==> src/rtl/seq_mult_param_if.sv <==
// Start/ready handshake and operand/result bundle for seq_mult_param.
interface seq_mult_param_if #(
    parameter int WIDTH = 8
);
    logic                 start;
    logic                 signed_mode;
    logic [WIDTH-1:0]     multiplicand;
    logic [WIDTH-1:0]     multiplier;
    logic [2*WIDTH-1:0]   product;
    logic                 rdy;
    logic                 done;

    modport master (
        output start, signed_mode, multiplicand, multiplier,
        input  product, rdy, done
    );

    modport slave (
        input  start, signed_mode, multiplicand, multiplier,
        output product, rdy, done
    );
endinterface

==> src/rtl/seq_mult_param.sv <==
// Sequential shift-add multiplier, unsigned or radix-2 Booth signed, 2*WIDTH busy cycles.
// Optional SEQ_MULT_ZERO_BYPASS_EN: a zero operand completes in one cycle without leaving S_IDLE.
module seq_mult_param #(
    parameter int WIDTH = 8
) (
    input  logic            clk,
    input  logic            rst_b,
    seq_mult_param_if.slave bus
);
    localparam int CNT_W = $clog2(WIDTH + 1);

    typedef enum logic [2:0] {
        S_IDLE  = 3'b001,
        S_ADD   = 3'b010,
        S_SHIFT = 3'b100
    } state_t;

    state_t               state_r;
    logic [WIDTH:0]       a_r;
    logic [WIDTH-1:0]     q_r;
    logic [WIDTH-1:0]     b_r;
    logic                 q1_r;
    logic [CNT_W-1:0]     p_r;
    logic                 mode_r;
    logic [2*WIDTH-1:0]   product_r;
    logic                 rdy_r;
    logic                 done_r;

    logic [WIDTH:0]       b_ext_s;
    logic [WIDTH:0]       add_s;
    logic [WIDTH:0]       sh_a_s;
    logic [WIDTH-1:0]     sh_q_s;
    logic                 sh_q1_s;
    logic                 bypass_s;

`ifdef SEQ_MULT_ZERO_BYPASS_EN
    assign bypass_s = (bus.multiplicand == {WIDTH{1'b0}}) || (bus.multiplier == {WIDTH{1'b0}});
`else
    assign bypass_s = 1'b0;
`endif

    // Datapath next values for the add and shift phases.
    always_comb begin
        b_ext_s = mode_r ? {b_r[WIDTH-1], b_r} : {1'b0, b_r};
        add_s   = a_r;
        if (mode_r) begin
            case ({q_r[0], q1_r})
                2'b10:   add_s = a_r - b_ext_s;
                2'b01:   add_s = a_r + b_ext_s;
                default: add_s = a_r;
            endcase
        end else begin
            if (q_r[0]) begin
                add_s = {1'b0, a_r[WIDTH-1:0]} + {1'b0, b_r};
            end else begin
                add_s = a_r;
            end
        end
        // Signed mode replicates the sign bit; unsigned shifts the carry down with zero fill.
        sh_a_s  = {(mode_r ? a_r[WIDTH] : 1'b0), a_r[WIDTH:1]};
        sh_q_s  = {a_r[0], q_r[WIDTH-1:1]};
        sh_q1_s = q_r[0];
    end

    // One-hot controller with registered datapath and outputs.
    always_ff @(posedge clk or negedge rst_b) begin
        if (!rst_b) begin
            state_r   <= S_IDLE;
            a_r       <= {(WIDTH+1){1'b0}};
            q_r       <= {WIDTH{1'b0}};
            b_r       <= {WIDTH{1'b0}};
            q1_r      <= 1'b0;
            p_r       <= {CNT_W{1'b0}};
            mode_r    <= 1'b0;
            product_r <= {(2*WIDTH){1'b0}};
            rdy_r     <= 1'b1;
            done_r    <= 1'b0;
        end else begin
            case (state_r)
                S_IDLE: begin
                    done_r <= 1'b0;
                    if (bus.start) begin
                        if (bypass_s) begin
                            product_r <= {(2*WIDTH){1'b0}};
                            done_r    <= 1'b1;
                        end else begin
                            b_r     <= bus.multiplicand;
                            q_r     <= bus.multiplier;
                            a_r     <= {(WIDTH+1){1'b0}};
                            q1_r    <= 1'b0;
                            p_r     <= CNT_W'(WIDTH);
                            mode_r  <= bus.signed_mode;
                            rdy_r   <= 1'b0;
                            state_r <= S_ADD;
                        end
                    end
                end
                S_ADD: begin
                    a_r     <= add_s;
                    p_r     <= p_r - {{(CNT_W-1){1'b0}}, 1'b1};
                    state_r <= S_SHIFT;
                end
                S_SHIFT: begin
                    a_r  <= sh_a_s;
                    q_r  <= sh_q_s;
                    q1_r <= sh_q1_s;
                    if (p_r == {CNT_W{1'b0}}) begin
                        product_r <= {sh_a_s[WIDTH-1:0], sh_q_s};
                        rdy_r     <= 1'b1;
                        done_r    <= 1'b1;
                        state_r   <= S_IDLE;
                    end else begin
                        state_r   <= S_ADD;
                    end
                end
                default: begin
                    state_r <= S_IDLE;
                    rdy_r   <= 1'b1;
                    done_r  <= 1'b0;
                end
            endcase
        end
    end

    assign bus.product = product_r;
    assign bus.rdy     = rdy_r;
    assign bus.done    = done_r;
endmodule
==> src/flat_wrapper.sv <==
// flat-port wrapper written by rule: the top's interface ports become plain ports
module seq_mult_param_flat 
#(
    parameter int WIDTH = 8
)
  (clk, rst_b, bus_start, bus_signed_mode, bus_multiplicand, bus_multiplier, bus_product, bus_rdy, bus_done);
  seq_mult_param_if #(.WIDTH(WIDTH)) bus_i ();
  input  logic clk;
  input  logic rst_b;
  input wire logic [$bits(bus_i.start)-1:0] bus_start;
  input wire logic [$bits(bus_i.signed_mode)-1:0] bus_signed_mode;
  input wire logic [$bits(bus_i.multiplicand)-1:0] bus_multiplicand;
  input wire logic [$bits(bus_i.multiplier)-1:0] bus_multiplier;
  output wire logic [$bits(bus_i.product)-1:0] bus_product;
  output wire logic [$bits(bus_i.rdy)-1:0] bus_rdy;
  output wire logic [$bits(bus_i.done)-1:0] bus_done;
  assign bus_i.start = bus_start;
  assign bus_i.signed_mode = bus_signed_mode;
  assign bus_i.multiplicand = bus_multiplicand;
  assign bus_i.multiplier = bus_multiplier;
  assign bus_product = bus_i.product;
  assign bus_rdy = bus_i.rdy;
  assign bus_done = bus_i.done;
  seq_mult_param #(.WIDTH(WIDTH)) u_core (.clk(clk), .rst_b(rst_b), .bus(bus_i));
endmodule
==> config.mk <==
export PLATFORM = sky130hd
export DESIGN_NAME = seq_mult_param_flat
export DESIGN_NICKNAME = d
export VERILOG_FILES = /design/src/rtl/seq_mult_param_if.sv /design/src/rtl/seq_mult_param.sv /design/src/flat_wrapper.sv
export SDC_FILE = /design/constraint.sdc
export NUM_CORES = 1
export LEC_CHECK = 0
export CAP_MARGIN = 25
export CORE_ASPECT_RATIO = 0.9
export CORE_UTILIZATION = 55
export CTS_BUF_LIST = sky130_fd_sc_hd__clkbuf_8
export DETAILED_ROUTE_END_ITERATION = 16
export DONT_BUFFER_PORTS = 1
export PLACE_DENSITY = 0.7
export SLEW_MARGIN = 10
export SYNTH_ARGS = -nofsm -noshare
export SYNTH_HDL_FRONTEND = slang
export SYNTH_SLANG_ARGS = --single-unit
export TNS_END_PERCENT = 20
==> constraint.sdc <==
create_clock -name clk -period 3.65 [get_ports clk]
set_clock_uncertainty 0.1 [all_clocks]
set_input_delay 0.73 -clock clk [delete_from_list [all_inputs] [get_ports clk]]
set_output_delay 0.73 -clock clk [all_outputs]
set_load 0.02 [all_outputs]
# [Yosys cells after proc, flatten, opt, wreduce, memory -nomap -nowiden]
# Cells that the tools add are included.
[classes] n_mul=0 eq_ne=10 addsub=4 magnitude_cmp=0 muxes=19 reduce_logical=12 div_mod_pow=0 bitwise_logic=1 shifts=0
[ops] op="2-to-1 mux 9 bit" n=4
[ops] op="one-hot mux 9 bit (3 select lines)" n=1
[ops] op="one-hot mux 9 bit (2 select lines)" n=1
[ops] op="one-hot mux 8 bit (2 select lines)" n=1
[ops] op="AND reduction 2 bit" n=5
[ops] op="adder 8 x 8 -> 9 bit" n=1
[ops] op="adder 9 bit" n=1
[ops] op="one-hot mux 3 bit (3 select lines)" n=1
[ops] op="subtractor 9 bit" n=1
[ops] op="2-to-1 mux 8 bit" n=1
[ops] op="one-hot mux 4 bit (2 select lines)" n=1
[ops] op="AND reduction 5 bit" n=1
[ops] op="logical NOT 4 bit" n=1
[ops] op="2-to-1 mux 4 bit" n=1
[ops] op="!= test 2 bit, second input constant" n=2
[ops] op="!= test 4 bit, second input constant" n=1
[ops] op="one-hot mux 1 bit (2 select lines)" n=2
[ops] op="AND reduction 4 bit" n=1
[ops] op="nonzero test 2 bit" n=2
[ops] op="subtractor 4 x 1 -> 4 bit, second input constant" n=1
[ops] op="equality test 3 x 1 -> 1 bit, second input constant" n=1
[ops] op="equality test 3 x 2 -> 1 bit, second input constant" n=1
[ops] op="equality test 3 bit, second input constant" n=1
[ops] op="2-to-1 mux 1 bit" n=3
[ops] op="other kinds (10)" n=10
[totals] in_bits=20 ramBits=0 word_cells=57 rom_bits=0 ff_bits=52 n_memories=0 out_inout_bits=18 latchBits=0

# [Longest topological paths before layout]
[depth] ltp_word=5 mapped_depth=11 ltp_nobuf=11

# [Worst setup path after synthesis]
# OpenSTA, ideal clock, no wires.
[synth_path] kind="flip-flop to flip-flop" from="reg u_core.b_r[1]" to="reg u_core.a_r[8]" setup_time_ns=0.121 stages_incl_launch_ff=12 t_required_ns=3.429 path_slack_ns=0.959 arrival_time_ns=2.471 synth_period_minus_slack_ns=2.691 n_path_buf=0 path_cell_list="dfrtp_1 > inv_1 > ha_1 > mux2_2 > inv_1 > fa_1 > nand2b_1 > a21oi_1 > o22ai_2 > xnor2_1 > a221o_1 > a22o_1"
[synth_via] elab_chain_len=5 elab_cells_between_ends=8 cone_classes="3 x add/sub; 5 x mux"
[synth_rtl] item="start, declared" line="seq_mult_param.sv:21" text="logic [WIDTH-1:0] b_r;"
[synth_rtl] item="start signal, assigned" line="seq_mult_param.sv:71" text="b_r <= {WIDTH{1'b0}};"
[synth_rtl] item="start signal, assigned" line="seq_mult_param.sv:87" text="b_r <= bus.multiplicand;"
[synth_rtl] item="2-to-1 mux 9 bit" line="seq_mult_param.sv:44" text="b_ext_s = mode_r ? {b_r[WIDTH-1], b_r} : {1'b0, b_r};"
[synth_rtl] item="adder 9 bit or subtractor 9 bit (tied branches)" line="seq_mult_param.sv:49, seq_mult_param.sv:48"
[synth_rtl] item="one-hot mux 9 bit (2 select lines)" line="seq_mult_param.sv:47" text="case ({q_r[0], q1_r})"
[synth_rtl] item="2-to-1 mux 9 bit *" line="seq_mult_param.sv:46" text="if (mode_r) begin"
[synth_rtl] item="one-hot mux 9 bit (3 select lines) *" line="seq_mult_param.sv:79" text="case (state_r)"
[synth_rtl] item="end signal, assigned" line="seq_mult_param.sv:69" text="a_r <= {(WIDTH+1){1'b0}};"
[synth_rtl] item="end signal, assigned" line="seq_mult_param.sv:89" text="a_r <= {(WIDTH+1){1'b0}};"
[synth_rtl] item="end signal, assigned" line="seq_mult_param.sv:99" text="a_r <= add_s;"
[synth_rtl] item="end, declared" line="seq_mult_param.sv:19" text="logic [WIDTH:0] a_r;"
# Every way passes the cells marked *; elsewhere a longest branch is shown, timed or not. The select of a mux whose other input is x is not followed.
# A chain may end at the register's enable or synchronous reset.

# [Final worst setup path]
# Same ends and word-level chain as after synthesis.

==> run summary <==
Status = finished clean
Worst Hold Class = input pin to asynchronous set/reset pin
First-pass GRT wire length = 10.5 mm
Syn nets = 345
Total length of routed wires = 6.41 mm
Num Clock Sinks = 52
Vias in the first global route = 2232
Worst vdd ir = 0.000602 V
RSZ-0062 raised after global routing = no
Die X = 80.5 um
RePlAce Congestion = 0.840
Clk root buf = clkbuf_8
Worst R2R End = u_core.a_r[8]
Vias/cell = 6.06
Clock H-tree levels = 2
Worst rel slew slack = 34.7%
Pre-CTS setup slack = 0.714 ns
Critical Path RT = 3.76 ns
CP arrival = 3.06 ns
FILL cells = 424
Synth Warn # = 0
Synth area leader = dfrtp_1
Vias = 2250
DR DRC count = 0
WL/cell = 17.3 um
Setup crit start = u_core.b_r[1]
Critical Path Fanout Max = 6
Drt pass-1 iters = 4
Die Height = 72.7 um
R2R cell count = 11
Area Growth Syn to Fin = 5.98%
Final period util = 81.0%
FP Rows = 25
Cells after Synth = 304
Worst setup EP type = register
Multi-input gate area = 1650 um^2
Startpoint Class = register
Post-Syn Area = 3050 um^2
Starting Density = 57.8%
Die ar. = 5850 um^2
Final WS setup = 0.695 ns
Fin nets = 344
Antenna cell count = 0
Synth top area share = 41.0%
Total track usage = 23.8%
Synth Register Bits = 52
Library cells used by synthesis = 47
CTS clk-pin slew, worst paths = 0.10 ns
Critical path class = register to register
Seq/Total Area, Yosys = 42.7%
List of most frequent post-synthesis cells = dfrtp_1, o21ai_0, nand2_1
Final setup fails = 0
Hold_ws = 0.148 ns
Max Cap Violations = 0
Detailed placement HPWL = 4.43 mm
Sequential cell area = 1300 um^2
Count of flip-flops with a built-in enable after synthesis = 0
Max Clock Freq = 338 MHz
Cell area power density = 1020 nW/um^2
Grt ovf = 0
DP Area = 3110 um^2
Most common cell in the netlist = dfrtp_1
Internal reg-to-reg setup slack = 0.69 ns
Initial antenna violation count = 0
Synth Flop Type = dfrtp_1
Syn_area_per_cell = 10.0 um^2
Largest net degree at the start of global routing = 51
Total power draw = 3.31 mW
Reg2reg start = u_core.b_r[1]
Setup TNS = 0 ns
CTS Buf Count = 5
Clock tree buffer depth = 2
ANT nets after route = 0
CTS tree = yes
Final Hold Vio Count = 0
Clk_lat worst skew = 0.31 ns
Leakage = 1.35 nW
Synth area leaders = dfrtp_1, mux2_2, ha_1, o21ai_0, a21oi_1
Core area = 5290 um^2
Fin crit period = 2.96 ns
Post-synth ARST share = 100%
Initial drt markers = 121
Port-buffer cells = 0
I/O pin cnt = 38
Design area = 3240 um^2
Worst-Margin Slew = 0.979 ns
Layout cells sized above 1 = 14.1%
Final Slew Violations = 0
==> registers in the layout, summed over array words and instances, names as in the netlist <==
| register | cells |
|---|---|
| u_core.a_r | 9 |
| u_core.b_r | 8 |
| u_core.bus.done | 1 |
| u_core.bus.product | 16 |
| u_core.bus.rdy | 1 |
| u_core.mode_r | 1 |
| u_core.p_r | 4 |
| u_core.q1_r | 1 |
| u_core.q_r | 8 |
| u_core.state_r | 3 |
==> final cells by class <==
type                       instances  share of cell area (%)
clock buffer                       5                    2.13
clock inverter                     3                   0.851
inverter                          13                    1.51
multi-input combinational        226                    50.9
sequential                        52                    40.3
tap                               67                    2.59
timing repair buffer               5                    1.78
==> worst max-delay path by stage <==
stage,end,slack (ns)
floorplan,u_core.a_r[8],0.96
global placement,u_core.a_r[8],0.83
detailed placement,u_core.a_r[8],0.71
CTS,u_core.a_r[8],0.69
global route,u_core.a_r[8],0.53
finish,u_core.a_r[8],0.69
==> power by group <==
part           total [mW]  internal, mW  switching [mW]  leakage [nW]
Sequential           1.14         0.798           0.339         0.619
Clock               0.353         0.141           0.211        0.0463
Combinational        1.82         0.860           0.960         0.687
Total                3.31          1.80            1.51          1.35
==> cells by family after synthesis <==
kind of cell | share of synthesized area [%]
mux | 11.1
fa+ha+maj | 9.10
xor+xnor | 4.88
simple gates | 11.6
flops | 42.7
buf+inv | 3.65
compound gates | 17.0
==> what timing repair did <==
action	4_1_cts	5_1_grt
gates resized for setup	0	0
setup buffers	0	0
hold endpoints to repair	50	0
hold buffers	1	0
==> layout by cell type, fill, tap and decap left out, drive strengths merged, types with 3 or more instances in the layout <==
cell	instances
a21oi	23
a22oi	5
a31oi	5
buf	5
clkbuf	5
dfrtp	50
ha	19
inv	14
mux2	22
mux2i	9
nand2	24
nand2b	7
nand3	5
nor2	22
nor2b	3
nor3	4
o21ai	29
o22ai	3
xnor2	7
xor2	10
==> through the flow <==
step	util, %	instances
after floorplan	-	304
after global placement	58.9	362
after detailed placement	58.9	362
after CTS	61.2	371
after global routing	61.2	371
final	61.2	371
==> routing by layer <==
metal / part of all wire, % / global-route usage (%) / up-vias
li1: - / - / 1088
met1: 47 / 32.0 / 1088
met2: 46 / 37.9 / 65
met3: 5.3 / 5.00 / 9
met4: 2.2 / 9.33 / 0
met5: 0 / 0 / -
==> worst max-delay path: stages, from the launching register on <==
cell and delay, ns:
dfrtp_1 0.46, inv_1 0.09, ha_1 0.27, mux2_2 0.15, inv_1 0.05, fa_1 0.38
nand2b_1 0.19, a21oi_1 0.31, o22ai_2 0.14, xnor2_1 0.15, a221o_1 0.31, a22o_1 0.24
No activity file was read; power rests on OpenSTA's default activity.
==> variant 1 (same flow settings) <==
`WIDTH` is set to 8 in 3 places; all go to 16.
--- a/src/rtl/seq_mult_param_if.sv
+++ b/src/rtl/seq_mult_param_if.sv
@@ -2,3 +2,3 @@
 interface seq_mult_param_if #(
-    parameter int WIDTH = 8
+    parameter int WIDTH = 16
 );
--- a/src/rtl/seq_mult_param.sv
+++ b/src/rtl/seq_mult_param.sv
@@ -3,3 +3,3 @@
 module seq_mult_param #(
-    parameter int WIDTH = 8
+    parameter int WIDTH = 16
 ) (
--- a/src/flat_wrapper.sv
+++ b/src/flat_wrapper.sv
@@ -3,3 +3,3 @@
 #(
-    parameter int WIDTH = 8
+    parameter int WIDTH = 16
 )
Interface: changed (resized bus_multiplicand, bus_multiplier and bus_product); port bits go from 38 to 70. No check against the original RTL was run, so the function may have changed too.
==> variant 1 against the unedited design <==
The flow now finishes with violations (DRC); fmax shrank 12%; global-route usage up 1.9 points; setup slack worse by 0.42 ns; sequential cell count grew 41; area after synthesis is 94% higher; count of clock-buffer cells in the layout up 6; wire length up 120%; utilization decreased by 0.64 points; power is 110% higher; clock power grew 93%; cell count increased by 99%; design area increased by 93%.
==> variant 1: results (changes against the unedited design) <==
metric,value,unit,change
crit-path max FO,11,,+5
Leakage,2.76,nW,+100%
failing checks,DRC,,
Clock group,0.683,mW,+93%
placed cell area,6020,µm²,+93%
vias per cell,6.31,,+4.1%
worst hold margin,0.0804,ns,-0.0680 ns
reg2reg end,u_core.a_r[15],,
RD Place Congestion,0.956,,+14%
largest net degree at the start of global routing,92,,+80%
max FFs per register,32,,+16
CP max stage delay,0.51,ns,+0.05 ns
first-pass GRT wire length,22500,µm,+110%
WS Path Type,reg -> reg,,
Filler cells,875,,+110%
Worst-path clk slew,0.10,ns,about the same
synth top area cells,"dfrtp_1 38%, mux2_2 8.2%, ha_1 7.4%, o21ai_0 4.1%, nand2_1 3.9%",,
Flop+latch power,2.07,mW,+82%
Routed WL,13900,µm,+120%
Post-route DRC,4,,+4
Max VDD drop,0.000753,V,+25%
GR Util All Layers,25.8,%,+1.9 points
placed cells,721,,+99%
Starting DRT DRC Count,276,,+130%
Worst-Margin Slew,0.921,ns,-0.0575 ns
Final nets,677,,+97%
final std cells w/o fill,738,,+99%
"Slowest-stage cell, CP",dfrtp_1,,
Post-synth top flop,dfrtp_1,,
P_int,3.51,mW,+95%
CTS Buf Count,9,,+4
Clock Power Share,10.0,%,-0.7 points
detailed placer's ending HPWL,9740,µm,+120%
Post-Place Worst Slack,0.178,ns,-0.535 ns
post-synth cell types,70,,+49%
r2r startpoint,u_core.q_r[0],,
"Net Count, Synth",685,,+99%
"Seq/Total Area, Yosys",39.4,%,-3.3 points
Mapped Avg Cell Area,9.67,µm²,-3.7%
layout cells sized above 1,14.8,%,+0.63 points
H-Tree Level Count,3,,+1
status,"complete, but fails checks",,
vias in the first global route,4441,,+99%
Final WS setup,0.274,ns,-0.420 ns
Detailed Routing Iterations Pass 1,11,,+7
Post-synth top cells,"91 x dfrtp_1, 61 x nand2_1, 49 x o21ai_0",,
Critical Path AT,3.56,ns,+0.50 ns
Final Cell Area,6260,µm²,+93%
[variant 1: cell families after synthesis]
logic type               share of synthesized area [%]
buffers and inverters                             3.40
XOR/XNOR                                          5.33
flip-flops                                        39.4
adder cells (fa/ha/maj)                           8.08
AND/OR/NAND/NOR                                   14.4
AO/OA/AOI/OAI                                     17.5
multiplexers                                      11.9
[variant 1: metal layers]
layer	GRT usage, %	wire length (µm)	part of all wire, %	vias up
met5	0	0	0	-
met4	8.00	253	1.8	0
met3	5.92	817	5.9	22
met2	41.5	6470	47	148
met1	34.7	6310	46	2265
li1	-	-	-	2223
[variant 1: cell type report]
| cell class | instances | area share (%) |
|---|---|---|
| well taps | 129 | 2.58 |
| inverters | 14 | 0.839 |
| clock buffers | 11 | 2.42 |
| repair buffers | 9 | 1.40 |
| clock inverters | 5 | 0.640 |
| multi-input cells | 477 | 54.9 |
| flip-flops and latches | 93 | 37.2 |
==> variant 2 (config.mk and constraints unchanged) <==
Made on the original files. Reset style: synchronous (`rst_b`), changed in one clocked block.
--- a/src/rtl/seq_mult_param.sv
+++ b/src/rtl/seq_mult_param.sv
@@ -65,3 +65,3 @@
     // One-hot controller with registered datapath and outputs.
-    always_ff @(posedge clk or negedge rst_b) begin
+    always_ff @(posedge clk) begin
         if (!rst_b) begin
Formal check against the unedited RTL: differs if rst_b is asserted again (counterexample within 4 cycles, from zero or initial values and one cycle with rst_b low); with rst_b held inactive, the same outputs for 10 cycles.
==> variant 2 against the unedited design <==
Design area grew 1.4%; wire length grew 7.4%; hold slack gained 0.25 ns; fmax grew 5.3%; sequential cell count is the same; synthesized cell count grew 25%; setup slack gained 0.15 ns; area after synthesis grew 2.8%; via count grew 17%.
Power is not compared: it rests on default switching activity, and its combinational part moved more than twofold at a synthesized area within 25%.
==> variant 2: results (changes against the unedited design) <==
metric,value,unit,change
post-synthesis instance total,379,,+25%
max FFs per register,16,,unchanged
number of synthesized flops with an enable pin,0,,unchanged
Final nets,412,,+20%
placed cell area,3160,µm²,+1.4%
status,"complete, no violations",,
"Net Count, Synth",420,,+22%
Post-synth top cells,"84 x nand2_1, 52 x dfxtp_1, 28 x a21boi_0",,
Critical Path AT,2.90,ns,-0.16 ns
Seq. cell area,1040,µm²,-20%
detailed placer's ending HPWL,4930,µm,+11%
crit-path max FO,9,,+3
Routed WL,6880,µm,+7.4%
Detailed Routing Iterations Pass 1,4,,unchanged
vias in the first global route,2445,,+9.5%
setup TNS,0,ns,unchanged
CP max stage delay,0.55,ns,+0.09 ns
Post-Place Worst Slack,0.927,ns,+0.214 ns
antenna violations before repair,0,,unchanged
Filler cells,515,,+21%
max_slew headroom,50.4,%,+16 points
RD Place Congestion,0.928,,+10%
"Slowest-stage cell, CP",nor2b_1,,
drt wl/cell,15.7,µm,-9.3%
largest net degree at the start of global routing,53,,+3.9%
via count,2638,,+17%
Port Buffers,0,,unchanged
placed cells,431,,+19%
synth top area cells,"dfxtp_1 33%, nand2_1 10%, ha_1 7.6%, a21boi_0 6.7%, o211a_1 4.1%",,
later-pin clock latency in the skew report,0.30,ns,
Post-synth top flop,dfxtp_1,,
ys async rst share,0,%,-100 points
GR Util All Layers,24.8,%,+0.95 points
diodes inserted,0,,unchanged
worst hold-check path type,reg -> reg,,
layout cells sized above 1,6.18,%,-8.0 points
"Seq/Total Area, Yosys",33.2,%,-9.5 points
post-synth cell types,53,,+13%
first-pass GRT wire length,11300,µm,+7.7%
[variant 2: worst min-delay path, delay by kind of cell (launching register included)]
kind	cells	cell delay, ns
compound gates	1	0.06
flops	1	0.34
simple gates	1	0.06
[variant 2: path summary, 6_finish.rpt]
kind	slack, ns	to	cells past startpoint	startpoint
max	0.84	u_core.a_r[8]	10	u_core.q1_r
min	0.40	u_core.bus.product[3]	2	u_core.q_r[4]
max reg2reg	0.84	u_core.a_r[8]	10	u_core.q1_r
min reg2reg	0.40	u_core.bus.product[3]	2	u_core.q_r[4]
[variant 2: final cells by class]
class	count	area share, %
Timing Repair Buffer	4	0.915
Inverter	13	1.49
Clock inverter	1	0.915
Tap cell	67	2.55
Sequential cell	52	31.7
Clock buffer	7	2.94
Multi-Input combinational cell	295	59.5
[variant 2: where the power goes]
part / internal (mW) / switching [mW] / leakage (nW) / total, mW
combinational: 0.132 / 0.161 / 0.906 / 0.293
sequential: 0.592 / 0.0395 / 0.424 / 0.632
clock: 0.242 / 0.181 / 0.0645 / 0.423
total: 0.966 / 0.381 / 1.39 / 1.35
[variant 2: logic make-up after synthesis]
| family | count (synthesis) | share of synthesized area (%) |
|---|---|---|
| and+or+nand+nor | 143 | 21.3 |
| AOI/OAI and AO/OA | 108 | 25.5 |
| DFF | 52 | 33.2 |
| buffers and inverters | 32 | 4.63 |
| adders and majority gates | 21 | 8.85 |
| xor gates and xnor gates | 20 | 5.58 |
| muxes | 3 | 0.997 |
[variant 2: per-layer routing]
layer / wire length (µm) / global-route usage [%] / vias to the layer above / share of wire, %
li1: - / - / 1315 / -
met1: 3300 / 32.2 / 1249 / 48
met2: 3130 / 40.2 / 59 / 45
met3: 295 / 5.34 / 15 / 4.3
met4: 157 / 9.36 / 0 / 2.3
met5: 0 / 0 / - / 0
